--- config.mk ---
export PLATFORM = sky130hd
export DESIGN_NAME = decode_mem_sched_flat
export DESIGN_NICKNAME = d
export VERILOG_FILES = /design/src/rtl/decode_mem_sched_if.sv /design/src/rtl/decode_mem_sched.sv /design/src/flat_wrapper.sv
export SDC_FILE = /design/constraint.sdc
export NUM_CORES = 1
export LEC_CHECK = 0
export CAP_MARGIN = 5
export CORE_ASPECT_RATIO = 0.9
export CORE_MARGIN = 5
export CORE_UTILIZATION = 53
export CTS_CLUSTER_DIAMETER = 100
export DETAILED_ROUTE_END_ITERATION = 10
export PLACE_DENSITY = 0.81
export REMOVE_ABC_BUFFERS = 1
export SETUP_SLACK_MARGIN = 0.5
export SYNTH_ARGS = -nofsm -noshare
export SYNTH_HDL_FRONTEND = slang
export SYNTH_SLANG_ARGS = --single-unit
export TNS_END_PERCENT = 100
--- constraint.sdc ---
create_clock -name clk -period 8.8 [get_ports clk]
set_clock_uncertainty 0.15 [all_clocks]
set_input_delay 1.76 -clock clk [delete_from_list [all_inputs] [get_ports clk]]
set_output_delay 1.76 -clock clk [all_outputs]
set_load 0.005 [all_outputs]
--- src/rtl/decode_mem_sched_if.sv ---
// Request/response bundle between decode, the memory operand scheduler and the
// operand mux. Handshakes on both sides are strict valid/ready: a transfer
// happens on a rising clock edge where valid and ready are both high; a
// producer holding valid keeps its payload stable until that edge, and ready
// never depends combinationally on valid.
interface decode_mem_sched_if;
    // request side
    logic        in_valid;
    logic        in_ready;
    logic        opnd0_mem_req;
    logic        opnd1_mem_req;
    logic [1:0]  opnd0_scale;
    logic [1:0]  opnd1_scale;
    logic [31:0] opnd0_index;
    logic [31:0] opnd0_base;
    logic [31:0] opnd0_disp;
    logic [31:0] opnd1_index;
    logic [31:0] opnd1_base;
    logic [31:0] opnd1_disp;
    logic        memop_is_phony;
    logic        hint1_is_write;
    logic        hint2_is_write;
    logic [31:0] hint1_address;
    logic [31:0] hint1_data;
    logic [31:0] hint2_address;
    logic [31:0] hint2_data;

    // response side
    logic        out_valid;
    logic        out_ready;
    logic [31:0] opnd0_addr;
    logic [31:0] opnd1_addr;
    logic [31:0] opnd0_memval;
    logic [31:0] opnd1_memval;
    logic        opnd0_miss;
    logic        opnd1_miss;
    logic        hint1_used;
    logic        hint2_used;

    // decode / operand-mux side
    modport master (
        output in_valid, opnd0_mem_req, opnd1_mem_req,
        output opnd0_scale, opnd1_scale,
        output opnd0_index, opnd0_base, opnd0_disp,
        output opnd1_index, opnd1_base, opnd1_disp,
        output memop_is_phony, hint1_is_write, hint2_is_write,
        output hint1_address, hint1_data, hint2_address, hint2_data,
        output out_ready,
        input  in_ready, out_valid,
        input  opnd0_addr, opnd1_addr, opnd0_memval, opnd1_memval,
        input  opnd0_miss, opnd1_miss, hint1_used, hint2_used
    );

    // scheduler side
    modport slave (
        input  in_valid, opnd0_mem_req, opnd1_mem_req,
        input  opnd0_scale, opnd1_scale,
        input  opnd0_index, opnd0_base, opnd0_disp,
        input  opnd1_index, opnd1_base, opnd1_disp,
        input  memop_is_phony, hint1_is_write, hint2_is_write,
        input  hint1_address, hint1_data, hint2_address, hint2_data,
        input  out_ready,
        output in_ready, out_valid,
        output opnd0_addr, opnd1_addr, opnd0_memval, opnd1_memval,
        output opnd0_miss, opnd1_miss, hint1_used, hint2_used
    );
endinterface

--- src/rtl/decode_mem_sched.sv ---
// Memory operand scheduler: one shared AGU computes operand#0 then operand#1
// effective addresses, matches each against the two read hints and returns the
// memory value. Holds one instruction at a time; all outputs are registered.
module decode_mem_sched (
    input  logic                     clk,
    input  logic                     rst_n,
    decode_mem_sched_if.slave        bus,
    output logic [1:0]               dbg_state
);

    localparam logic [1:0] S_IDLE = 2'd0;
    localparam logic [1:0] S_AGU0 = 2'd1;
    localparam logic [1:0] S_AGU1 = 2'd2;
    localparam logic [1:0] S_DONE = 2'd3;

    // FSM
    logic [1:0]  state_q, state_d;

    // captured request
    logic        mem0_q, mem0_d;
    logic        mem1_q, mem1_d;
    logic [1:0]  scale0_q, scale0_d;
    logic [1:0]  scale1_q, scale1_d;
    logic [31:0] index0_q, index0_d;
    logic [31:0] base0_q, base0_d;
    logic [31:0] disp0_q, disp0_d;
    logic [31:0] index1_q, index1_d;
    logic [31:0] base1_q, base1_d;
    logic [31:0] disp1_q, disp1_d;
    logic        phony_q, phony_d;
    logic        h1_wr_q, h1_wr_d;
    logic        h2_wr_q, h2_wr_d;
    logic [31:0] h1_addr_q, h1_addr_d;
    logic [31:0] h1_data_q, h1_data_d;
    logic [31:0] h2_addr_q, h2_addr_d;
    logic [31:0] h2_data_q, h2_data_d;

    // results
    logic        out_valid_q, out_valid_d;
    logic [31:0] addr0_q, addr0_d;
    logic [31:0] addr1_q, addr1_d;
    logic [31:0] memval0_q, memval0_d;
    logic [31:0] memval1_q, memval1_d;
    logic        miss0_q, miss0_d;
    logic        miss1_q, miss1_d;
    logic        used1_q, used1_d;
    logic        used2_q, used2_d;

    // shared AGU and hint lookup
    logic        agu_sel1;
    logic [1:0]  agu_scale;
    logic [31:0] agu_index;
    logic [31:0] agu_base;
    logic [31:0] agu_disp;
    logic [31:0] agu_addr;
    logic        h1_hit;
    logic        h2_hit;
    logic [31:0] res_memval;
    logic        res_miss;
    logic        res_u1;
    logic        res_u2;
    logic        accept;

    // Single AGU muxed by state; the hint lookup result is shared by both AGU states.
    always_comb begin
        agu_sel1   = (state_q == S_AGU1);
        agu_scale  = agu_sel1 ? scale1_q : scale0_q;
        agu_index  = agu_sel1 ? index1_q : index0_q;
        agu_base   = agu_sel1 ? base1_q  : base0_q;
        agu_disp   = agu_sel1 ? disp1_q  : disp0_q;
        agu_addr   = agu_base + (agu_index << agu_scale) + agu_disp;

        // write hints never satisfy a read; the first hint wins when both match
        h1_hit     = !h1_wr_q && (h1_addr_q == agu_addr);
        h2_hit     = !h2_wr_q && (h2_addr_q == agu_addr);

        res_memval = 32'd0;
        res_miss   = 1'b0;
        res_u1     = 1'b0;
        res_u2     = 1'b0;
        if (phony_q) begin
            res_memval = agu_addr;
        end else if (h1_hit) begin
            res_memval = h1_data_q;
            res_u1     = 1'b1;
        end else if (h2_hit) begin
            res_memval = h2_data_q;
            res_u2     = 1'b1;
        end else begin
            res_miss   = 1'b1;
        end
    end

    // Next-state: capture on accept, fill one operand per AGU state, hold in DONE.
    always_comb begin
        state_d     = state_q;
        mem0_d      = mem0_q;
        mem1_d      = mem1_q;
        scale0_d    = scale0_q;
        scale1_d    = scale1_q;
        index0_d    = index0_q;
        base0_d     = base0_q;
        disp0_d     = disp0_q;
        index1_d    = index1_q;
        base1_d     = base1_q;
        disp1_d     = disp1_q;
        phony_d     = phony_q;
        h1_wr_d     = h1_wr_q;
        h2_wr_d     = h2_wr_q;
        h1_addr_d   = h1_addr_q;
        h1_data_d   = h1_data_q;
        h2_addr_d   = h2_addr_q;
        h2_data_d   = h2_data_q;
        out_valid_d = out_valid_q;
        addr0_d     = addr0_q;
        addr1_d     = addr1_q;
        memval0_d   = memval0_q;
        memval1_d   = memval1_q;
        miss0_d     = miss0_q;
        miss1_d     = miss1_q;
        used1_d     = used1_q;
        used2_d     = used2_q;

        accept = bus.in_valid && (state_q == S_IDLE);

        case (state_q)
            S_IDLE: begin
                if (accept) begin
                    mem0_d    = bus.opnd0_mem_req;
                    mem1_d    = bus.opnd1_mem_req;
                    scale0_d  = bus.opnd0_scale;
                    scale1_d  = bus.opnd1_scale;
                    index0_d  = bus.opnd0_index;
                    base0_d   = bus.opnd0_base;
                    disp0_d   = bus.opnd0_disp;
                    index1_d  = bus.opnd1_index;
                    base1_d   = bus.opnd1_base;
                    disp1_d   = bus.opnd1_disp;
                    phony_d   = bus.memop_is_phony;
                    h1_wr_d   = bus.hint1_is_write;
                    h2_wr_d   = bus.hint2_is_write;
                    h1_addr_d = bus.hint1_address;
                    h1_data_d = bus.hint1_data;
                    h2_addr_d = bus.hint2_address;
                    h2_data_d = bus.hint2_data;
                    // wipe previous results so nothing stale survives
                    addr0_d   = 32'd0;
                    addr1_d   = 32'd0;
                    memval0_d = 32'd0;
                    memval1_d = 32'd0;
                    miss0_d   = 1'b0;
                    miss1_d   = 1'b0;
                    used1_d   = 1'b0;
                    used2_d   = 1'b0;
                    if (bus.opnd0_mem_req) begin
                        state_d = S_AGU0;
                    end else if (bus.opnd1_mem_req) begin
                        state_d = S_AGU1;
                    end else begin
                        state_d = S_DONE;
                    end
                end
            end
            S_AGU0: begin
                addr0_d   = agu_addr;
                memval0_d = res_memval;
                miss0_d   = res_miss;
                used1_d   = used1_q | res_u1;
                used2_d   = used2_q | res_u2;
                state_d   = mem1_q ? S_AGU1 : S_DONE;
            end
            S_AGU1: begin
                addr1_d   = agu_addr;
                memval1_d = res_memval;
                miss1_d   = res_miss;
                used1_d   = used1_q | res_u1;
                used2_d   = used2_q | res_u2;
                state_d   = S_DONE;
            end
            S_DONE: begin
                // out_valid rises one cycle after entering DONE; leave only on handshake
                if (out_valid_q && bus.out_ready) begin
                    out_valid_d = 1'b0;
                    state_d     = S_IDLE;
                end else begin
                    out_valid_d = 1'b1;
                end
            end
            default: begin
                state_d     = S_IDLE;
                out_valid_d = 1'b0;
            end
        endcase
    end

    // State and data registers; reset drops any in-flight instruction.
    always_ff @(posedge clk or negedge rst_n) begin
        if (!rst_n) begin
            state_q     <= S_IDLE;
            mem0_q      <= 1'b0;
            mem1_q      <= 1'b0;
            scale0_q    <= 2'd0;
            scale1_q    <= 2'd0;
            index0_q    <= 32'd0;
            base0_q     <= 32'd0;
            disp0_q     <= 32'd0;
            index1_q    <= 32'd0;
            base1_q     <= 32'd0;
            disp1_q     <= 32'd0;
            phony_q     <= 1'b0;
            h1_wr_q     <= 1'b0;
            h2_wr_q     <= 1'b0;
            h1_addr_q   <= 32'd0;
            h1_data_q   <= 32'd0;
            h2_addr_q   <= 32'd0;
            h2_data_q   <= 32'd0;
            out_valid_q <= 1'b0;
            addr0_q     <= 32'd0;
            addr1_q     <= 32'd0;
            memval0_q   <= 32'd0;
            memval1_q   <= 32'd0;
            miss0_q     <= 1'b0;
            miss1_q     <= 1'b0;
            used1_q     <= 1'b0;
            used2_q     <= 1'b0;
        end else begin
            state_q     <= state_d;
            mem0_q      <= mem0_d;
            mem1_q      <= mem1_d;
            scale0_q    <= scale0_d;
            scale1_q    <= scale1_d;
            index0_q    <= index0_d;
            base0_q     <= base0_d;
            disp0_q     <= disp0_d;
            index1_q    <= index1_d;
            base1_q     <= base1_d;
            disp1_q     <= disp1_d;
            phony_q     <= phony_d;
            h1_wr_q     <= h1_wr_d;
            h2_wr_q     <= h2_wr_d;
            h1_addr_q   <= h1_addr_d;
            h1_data_q   <= h1_data_d;
            h2_addr_q   <= h2_addr_d;
            h2_data_q   <= h2_data_d;
            out_valid_q <= out_valid_d;
            addr0_q     <= addr0_d;
            addr1_q     <= addr1_d;
            memval0_q   <= memval0_d;
            memval1_q   <= memval1_d;
            miss0_q     <= miss0_d;
            miss1_q     <= miss1_d;
            used1_q     <= used1_d;
            used2_q     <= used2_d;
        end
    end

    assign bus.in_ready     = (state_q == S_IDLE);
    assign bus.out_valid    = out_valid_q;
    assign bus.opnd0_addr   = addr0_q;
    assign bus.opnd1_addr   = addr1_q;
    assign bus.opnd0_memval = memval0_q;
    assign bus.opnd1_memval = memval1_q;
    assign bus.opnd0_miss   = miss0_q;
    assign bus.opnd1_miss   = miss1_q;
    assign bus.hint1_used   = used1_q;
    assign bus.hint2_used   = used2_q;
    assign dbg_state        = state_q;

endmodule

--- src/flat_wrapper.sv ---
// flat-port wrapper written by rule: the top's interface ports become plain ports
module decode_mem_sched_flat 
  (clk, rst_n, dbg_state, bus_in_valid, bus_opnd0_mem_req, bus_opnd1_mem_req, bus_opnd0_scale, bus_opnd1_scale, bus_opnd0_index, bus_opnd0_base, bus_opnd0_disp, bus_opnd1_index, bus_opnd1_base, bus_opnd1_disp, bus_memop_is_phony, bus_hint1_is_write, bus_hint2_is_write, bus_hint1_address, bus_hint1_data, bus_hint2_address, bus_hint2_data, bus_out_ready, bus_in_ready, bus_out_valid, bus_opnd0_addr, bus_opnd1_addr, bus_opnd0_memval, bus_opnd1_memval, bus_opnd0_miss, bus_opnd1_miss, bus_hint1_used, bus_hint2_used);
  decode_mem_sched_if bus_i ();
  input  logic clk;
  input  logic rst_n;
  output logic [1:0] dbg_state;
  input wire logic [$bits(bus_i.in_valid)-1:0] bus_in_valid;
  input wire logic [$bits(bus_i.opnd0_mem_req)-1:0] bus_opnd0_mem_req;
  input wire logic [$bits(bus_i.opnd1_mem_req)-1:0] bus_opnd1_mem_req;
  input wire logic [$bits(bus_i.opnd0_scale)-1:0] bus_opnd0_scale;
  input wire logic [$bits(bus_i.opnd1_scale)-1:0] bus_opnd1_scale;
  input wire logic [$bits(bus_i.opnd0_index)-1:0] bus_opnd0_index;
  input wire logic [$bits(bus_i.opnd0_base)-1:0] bus_opnd0_base;
  input wire logic [$bits(bus_i.opnd0_disp)-1:0] bus_opnd0_disp;
  input wire logic [$bits(bus_i.opnd1_index)-1:0] bus_opnd1_index;
  input wire logic [$bits(bus_i.opnd1_base)-1:0] bus_opnd1_base;
  input wire logic [$bits(bus_i.opnd1_disp)-1:0] bus_opnd1_disp;
  input wire logic [$bits(bus_i.memop_is_phony)-1:0] bus_memop_is_phony;
  input wire logic [$bits(bus_i.hint1_is_write)-1:0] bus_hint1_is_write;
  input wire logic [$bits(bus_i.hint2_is_write)-1:0] bus_hint2_is_write;
  input wire logic [$bits(bus_i.hint1_address)-1:0] bus_hint1_address;
  input wire logic [$bits(bus_i.hint1_data)-1:0] bus_hint1_data;
  input wire logic [$bits(bus_i.hint2_address)-1:0] bus_hint2_address;
  input wire logic [$bits(bus_i.hint2_data)-1:0] bus_hint2_data;
  input wire logic [$bits(bus_i.out_ready)-1:0] bus_out_ready;
  output wire logic [$bits(bus_i.in_ready)-1:0] bus_in_ready;
  output wire logic [$bits(bus_i.out_valid)-1:0] bus_out_valid;
  output wire logic [$bits(bus_i.opnd0_addr)-1:0] bus_opnd0_addr;
  output wire logic [$bits(bus_i.opnd1_addr)-1:0] bus_opnd1_addr;
  output wire logic [$bits(bus_i.opnd0_memval)-1:0] bus_opnd0_memval;
  output wire logic [$bits(bus_i.opnd1_memval)-1:0] bus_opnd1_memval;
  output wire logic [$bits(bus_i.opnd0_miss)-1:0] bus_opnd0_miss;
  output wire logic [$bits(bus_i.opnd1_miss)-1:0] bus_opnd1_miss;
  output wire logic [$bits(bus_i.hint1_used)-1:0] bus_hint1_used;
  output wire logic [$bits(bus_i.hint2_used)-1:0] bus_hint2_used;
  assign bus_i.in_valid = bus_in_valid;
  assign bus_i.opnd0_mem_req = bus_opnd0_mem_req;
  assign bus_i.opnd1_mem_req = bus_opnd1_mem_req;
  assign bus_i.opnd0_scale = bus_opnd0_scale;
  assign bus_i.opnd1_scale = bus_opnd1_scale;
  assign bus_i.opnd0_index = bus_opnd0_index;
  assign bus_i.opnd0_base = bus_opnd0_base;
  assign bus_i.opnd0_disp = bus_opnd0_disp;
  assign bus_i.opnd1_index = bus_opnd1_index;
  assign bus_i.opnd1_base = bus_opnd1_base;
  assign bus_i.opnd1_disp = bus_opnd1_disp;
  assign bus_i.memop_is_phony = bus_memop_is_phony;
  assign bus_i.hint1_is_write = bus_hint1_is_write;
  assign bus_i.hint2_is_write = bus_hint2_is_write;
  assign bus_i.hint1_address = bus_hint1_address;
  assign bus_i.hint1_data = bus_hint1_data;
  assign bus_i.hint2_address = bus_hint2_address;
  assign bus_i.hint2_data = bus_hint2_data;
  assign bus_i.out_ready = bus_out_ready;
  assign bus_in_ready = bus_i.in_ready;
  assign bus_out_valid = bus_i.out_valid;
  assign bus_opnd0_addr = bus_i.opnd0_addr;
  assign bus_opnd1_addr = bus_i.opnd1_addr;
  assign bus_opnd0_memval = bus_i.opnd0_memval;
  assign bus_opnd1_memval = bus_i.opnd1_memval;
  assign bus_opnd0_miss = bus_i.opnd0_miss;
  assign bus_opnd1_miss = bus_i.opnd1_miss;
  assign bus_hint1_used = bus_i.hint1_used;
  assign bus_hint2_used = bus_i.hint2_used;
  decode_mem_sched u_core (.clk(clk), .rst_n(rst_n), .bus(bus_i), .dbg_state(dbg_state));
endmodule
==> results.yml, run 1 <==
synth:
  syn_avg_cell_area_um2: 8.90
  synthFlopType: "dfrtp_1"
  yosysTopAreaCell: "dfrtp_1"
  syn_inst: 2714
  yosysMostFrequentCell: "nand2_1"
  synth.distinct_cells: 76
  seq_area_frac_synth_pct: 48.0
  synth_area_leaders: "dfrtp_1 48%, nand2_1 15%, mux2i_1 5.2%"
  syn_area_um2: 24100
  synthArstFlopShare_pct: 100
  synthTopCellsByCount: "995 x nand2_1, 463 x dfrtp_1, 141 x clkbuf_1"
  yosysTopAreaCellShare_pct: 48.0
  synth_edf_count: 0
  yosysWarnings: 0
  synth-seq-cells: 463
detailed_routing:
  detail_route.iter0.violations: 2172
  drc: 0
  dr.pass1.iters: 5
  wire_per_inst_um: 21.0
  drt-total-wl_um: 78500
  via_count: 21400
  ant_nets: 0
  route.detailed.vias_per_inst: 5.75
clock_tree:
  clk_latency_ns: 0.59
  clock_sinks: 463
  ctsRootBufferMaster: "clkbuf_16"
  htreeDepth: 2
  clock_path_buffers: 3
  holdBufCountCts: 0
  cts_tree: "done"
  clk_transition_reported_paths_ns: 0.06
  cts_buffers: 47
sta:
  maxSlewHeadroom_pct: 11.8
  rsz0062_at_grt: "false"
  finalHoldViolCount: 0
  period_needed_ns: 7.90
  final.period_utilization_pct: 89.8
  finalSetupViolCount: 0
  fmax_ghz: 0.127
  slew_viol_final: 0
  tightest_slew_ns: 1.32
  whs_ns: 0.325
global_routing:
  grt_pass1_vias: 21100
  grt_antenna_before_repair: 5
  grt_pass1_wl_um: 121000
  grt.overflow.total: 0
  grt_max_degree: 252
  track_usage_pct: 30.5
job:
  maxCapViolCount: 0
worst_setup_path:
  cp_common_cell: "buf_4"
  crit_path_top_delay_cell: "a211oi_1"
  timing.rr.start: "u_core.dbg_state[0]"
  crit_required_ns: 9.12
  path_cells: "inv_1 -> ha_4 -> mux2i_1 -> buf_4 -> inv_2 -> nor2_1 -> fa_1 -> ha_1 -> inv_1 -> fa_1 -> nor2b_1 -> o2111ai_1 -> a2111oi_2 -> nor4_1 -> a211oi_1 -> xnor2_1 -> o2111ai_1 -> nor4b_4 -> buf_4 -> nand3b_1 -> buf_4 -> o21ai_0 -> a32o_1"
  r2r-end: "u_core.bus.opnd0_memval[1]"
  r2r_slack_ns: 0.90
  critPathMaxStageDelay_ns: 0.80
  crit_fanout: 35
  critPathKind: "reg2reg"
  worst-endpoint-arrival_ns: 8.22
  start_kind: "register"
  critPathCaptureType: "register"
  reg2reg_depth: 23
hold_path:
  min_delay_worst_endpoint: "u_core.disp0_q[28]"
  hold_depth: 2
  holdCritStartpoint: "u_core.disp0_q[28]"
  hold_class: "reg2reg"
floorplanning:
  dieWidth_um: 235
  chipHeight_um: 212
  io_pins: 469
  num_rows: 74
  initial_utilization_pct: 53.4
  core_area_um2: 45200
  die_area_um2: 49900
placement:
  place_area_um2: 29200
  port_buffers: 468
  place.gp.congestion: 0.950
  dp_hpwl_um: 57900
layout:
  area_growth_pct: 27.8
  drive_gt1_share_pct: 4.23
  utilization_pct: 68.3
  nets: 3480
  fillers: 3516
  stdcell_area_um2: 30800
status:
  status: "finished, final reports clean"
[cells in the final DEF, fill, tap and decap left out, types with 6 or more instances in the layout]
master and n:
o211ai_1 8, a22oi_1 6, a21oi_1 112, nor4_1 12
xnor2_1 56, clkbuf_16 48, o31ai_1 6, a31oi_1 7
o21ai_1 31, o21a_1 11, nand4_1 21, or3_1 7
and3_1 9, nor2_1 45, clkdlybuf4s50_1 467, nor2b_1 38
fa_1 32, dfrtp_1 460, nand2b_1 23, a32o_1 64
clkinv_2 10, inv_1 112, a22o_1 46, clkbuf_8 11
a21o_1 7, o21ai_0 94, nand2_1 994, xor2_1 23
buf_4 17, mux2i_1 125, nand3_1 12, nor3_1 18
ha_1 33, a211oi_1 39, bufinv_16 6
[timing repair]
action | CTS | global route
setup buffers | 0 | 0
endpoints found under the setup margin | 0 | 2
gates resized for setup | 0 | 1
[critical path, delay by kind of cell (launching register included)]
kind	cells	cell delay, ns
adders and majority gates	4	1.60
AOI/OAI and AO/OA	6	2.46
and+or+nand+nor	5	0.93
buffers and inverters	6	1.81
DFF	1	0.42
xor gates and xnor gates	1	0.21
muxes	1	0.13
[final cells by class]
| type | count | area (um2) | area share [%] |
|---|---|---|---|
| multi-input cells | 1968 | 11500 | 37.4 |
| flip-flops and latches | 463 | 11600 | 37.6 |
| clock buffers | 64 | 1370 | 4.45 |
| repair buffers | 488 | 4880 | 15.8 |
| well taps | 608 | 761 | 2.47 |
| inverters | 113 | 424 | 1.38 |
| diodes | 4 | 10.0 | 0.0324 |
| clock inverters | 22 | 288 | 0.933 |
[worst max path at each step]
stage	start	to	depth (start not counted)
2_1_floorplan	bus_in_valid	u_core.bus.opnd0_memval[0]	3
3_3_place_gp	u_core.dbg_state[0]	u_core.bus.opnd0_memval[1]	22
3_5_place_dp	u_core.dbg_state[0]	u_core.bus.opnd0_memval[1]	22
4_1_cts	u_core.dbg_state[0]	u_core.bus.opnd0_memval[1]	22
5_1_grt	u_core.dbg_state[0]	u_core.bus.opnd0_memval[1]	23
6_report	u_core.dbg_state[0]	u_core.bus.opnd0_memval[1]	23
[through the flow]
| step | setup slack (ns) | setup TNS (ns) | instances |
|---|---|---|---|
| after floorplan | -4.34 | -554.66 | 2544 |
| after global placement | 1.12 | 0 | 3640 |
| after detailed placement | 0.946 | 0 | 3640 |
| after CTS | 0.899 | 0 | 3726 |
| after global routing | 0.501 | 0 | 3728 |
| final | 0.899 | 0 | 3730 |
[routing by layer]
layer	global-route usage [%]	part of all wire, %
met5	0	0.015
met4	7.03	2.1
met3	6.20	7.9
met2	49.4	47
met1	43.3	43
[cell families after synthesis]
logic type      share of synthesized area, %
compound gates                          13.6
xor+xnor                                3.34
fa+ha+maj                               4.41
buf+inv                                 4.51
flops                                   48.0
mux                                     5.42
simple gates                            20.8
[sequential cells by signal, indices dropped and copies added (netlist names), 32 cells and up]
register,count
u_core.bus.opnd0_addr,32
u_core.index0_q,32
u_core.bus.opnd1_addr,32
u_core.bus.opnd0_memval,32
u_core.base0_q,32
u_core.bus.opnd1_memval,32
u_core.h2_data_q,32
u_core.base1_q,32
u_core.index1_q,32
u_core.h2_addr_q,32
u_core.disp1_q,32
u_core.h1_data_q,32
u_core.h1_addr_q,32
u_core.disp0_q,32
Power of run 1 is not shown: default switching activity piles up to over one toggle a cycle in this logic, so the estimate is an artifact.
==> run 2, diff against run 1 <==
- ABC_AREA: default -> 1
- CORE_UTILIZATION: 53 -> 64
- DONT_BUFFER_PORTS: default -> 1
- PLACE_DENSITY: 0.81 -> 0.8
- TNS_END_PERCENT: 100 -> default
==> results.yml, run 2 <==
floorplanning:
  num_rows: 68
  io_pins: 469
  initial_utilization_pct: 64.4
  dieWidth_um: 216
  chipHeight_um: 196
  core_area_um2: 38100
  die_area_um2: 42400
clock_tree:
  cts_tree: "done"
  cts_setup_buffers: 0
  clk_latency_ns: 0.59
  clk_transition_reported_paths_ns: 0.06
  holdBufCountCts: 0
  cts_resized: 0
  htreeDepth: 2
  ctsRootBufferMaster: "clkbuf_16"
  clock_sinks: 463
  cts_buffers: 46
  clock_path_buffers: 3
synth:
  synth-seq-cells: 463
  yosysTopAreaCellShare_pct: 47.2
  syn_avg_cell_area_um2: 7.48
  synth.distinct_cells: 42
  synthFlopType: "dfrtp_1"
  syn_inst: 3282
  yosysWarnings: 0
  yosysMostFrequentCell: "nand2_1"
  seq_area_frac_synth_pct: 47.2
  synthArstFlopShare_pct: 100
  syn_area_um2: 24500
  synthTopCellsByCount: "1604 x nand2_1, 463 x dfrtp_1, 264 x inv_1"
  synth_edf_count: 0
  synth_area_leaders: "dfrtp_1 47%, nand2_1 25%, nand3_1 4.8%"
  yosysTopAreaCell: "dfrtp_1"
sta:
  fmax_ghz: 0.141
  setup_ws_ns: 1.72
  rsz0062_at_grt: "false"
  finalHoldViolCount: 0
  slew_viol_final: 0
  final.period_utilization_pct: 80.4
  tightest_slew_ns: 1.34
  period_needed_ns: 7.08
  maxSlewHeadroom_pct: 10.4
  finalSetupViolCount: 0
layout:
  final_cell_mix: "1603 x nand2_1, 463 x dfrtp_1, 262 x inv_1"
  drive_gt1_share_pct: 4.79
  stdcell_area_um2: 26200
  layout.cells.most_common: "nand2_1"
  area_growth_pct: 6.71
  utilization_pct: 68.7
  nets: 3598
global_routing:
  grt_pass1_wl_um: 116000
  grt_max_degree: 464
  grt.overflow.total: 0
  grt_antenna_before_repair: 7
  track_usage_pct: 34.2
  grt_pass1_vias: 21300
placement:
  port_buffers: 0
  place_ws_ns: 1.79
  dp_hpwl_um: 52400
  place_area_um2: 24700
  place.gp.congestion: 0.964
worst_setup_path:
  crit_fanout: 124
  critical_path.top_delay_family: "simple AND/OR/NAND/NOR gates"
  crit_required_ns: 9.18
  crit_path_top_delay_cell: "o21ai_4"
  critPathCaptureType: "register"
  critPathMaxStageDelay_ns: 0.90
  crit_buf_inv: 3
  worst-endpoint-arrival_ns: 7.46
  start_kind: "register"
  critPathKind: "reg2reg"
detailed_routing:
  dr.pass1.iters: 8
  drc: 0
  route.detailed.vias_per_inst: 5.81
  detail_route.iter0.violations: 2423
  via_count: 21700
  ant_nets: 0
  wire_per_inst_um: 19.7
  drt-total-wl_um: 73600
hold_path:
  hold_class: "reg2reg"
status:
  status: "finished, final reports clean"
job:
  maxCapViolCount: 0
[run 2: worst min-delay path, stage by stage (launching register included)]
cell and delay [ns]:
dfrtp_1 0.34, nand2_1 0.05, nand2_1 0.05
[run 2: per-layer routing]
| metal | share of wire, % | track usage, % | vias to the layer above |
|---|---|---|---|
| met2 | 46 | 53.6 | 1074 |
| met5 | 0.0095 | 0 | - |
| met1 | 41 | 47.0 | 10400 |
| li1 | - | - | 10000 |
| met4 | 3.6 | 12.5 | 2 |
| met3 | 10 | 8.29 | 195 |
[run 2: logic make-up (layout without fill, tap and decap cells)]
family                     count (synthesis)  in the layout  share of synthesized area [%]
adders and majority gates                 66             66                           4.34
buffers and inverters                    423            376                           6.89
other                                      0              6                              0
DFF                                      463            463                           47.2
and+or+nand+nor                         2010           2010                           33.3
AOI/OAI and AO/OA                        245            245                           5.25
muxes                                     61             61                           2.49
xor gates and xnor gates                  14             14                          0.500
[run 2: worst paths after layout]
path / from / endpoint / slack (ns) / cells after the start
worst max register to register: u_core.dbg_state[0] / u_core.bus.opnd1_memval[16] / 1.72 / 25
worst min register to register: u_core.index0_q[28] / u_core.index0_q[28] / 0.33 / 2
worst max-delay path: u_core.dbg_state[0] / u_core.bus.opnd1_memval[16] / 1.72 / 25
min in group asynchronous: rst_n / u_core.h2_data_q[0] / 0.71 / 0
worst min-delay path: u_core.index0_q[28] / u_core.index0_q[28] / 0.33 / 2
max in group asynchronous: rst_n / u_core.base1_q[21] / 7.16 / 0
[run 2: metrics by stage]
stage / hold slack, ns / std cells / setup TNS [ns]
floorplan: 0.291 / 3137 / -1849.46
global placement: 0.311 / 3641 / 0
detailed placement: 0.312 / 3641 / 0
CTS: 0.329 / 3725 / 0
global route: 0.342 / 3731 / 0
finish: 0.328 / 3731 / 0
[run 2: cell type report]
cell class              instances  area, um2
diodes                          6       15.0
inverters                     278       1050
fillers                      3229      11900
multi-input cells            2396      11300
clock inverters                19        178
flip-flops and latches        463      11600
clock buffers                  65       1310
well taps                     490        613
repair buffers                 14        130
Power of run 2 is left out for the same reason.
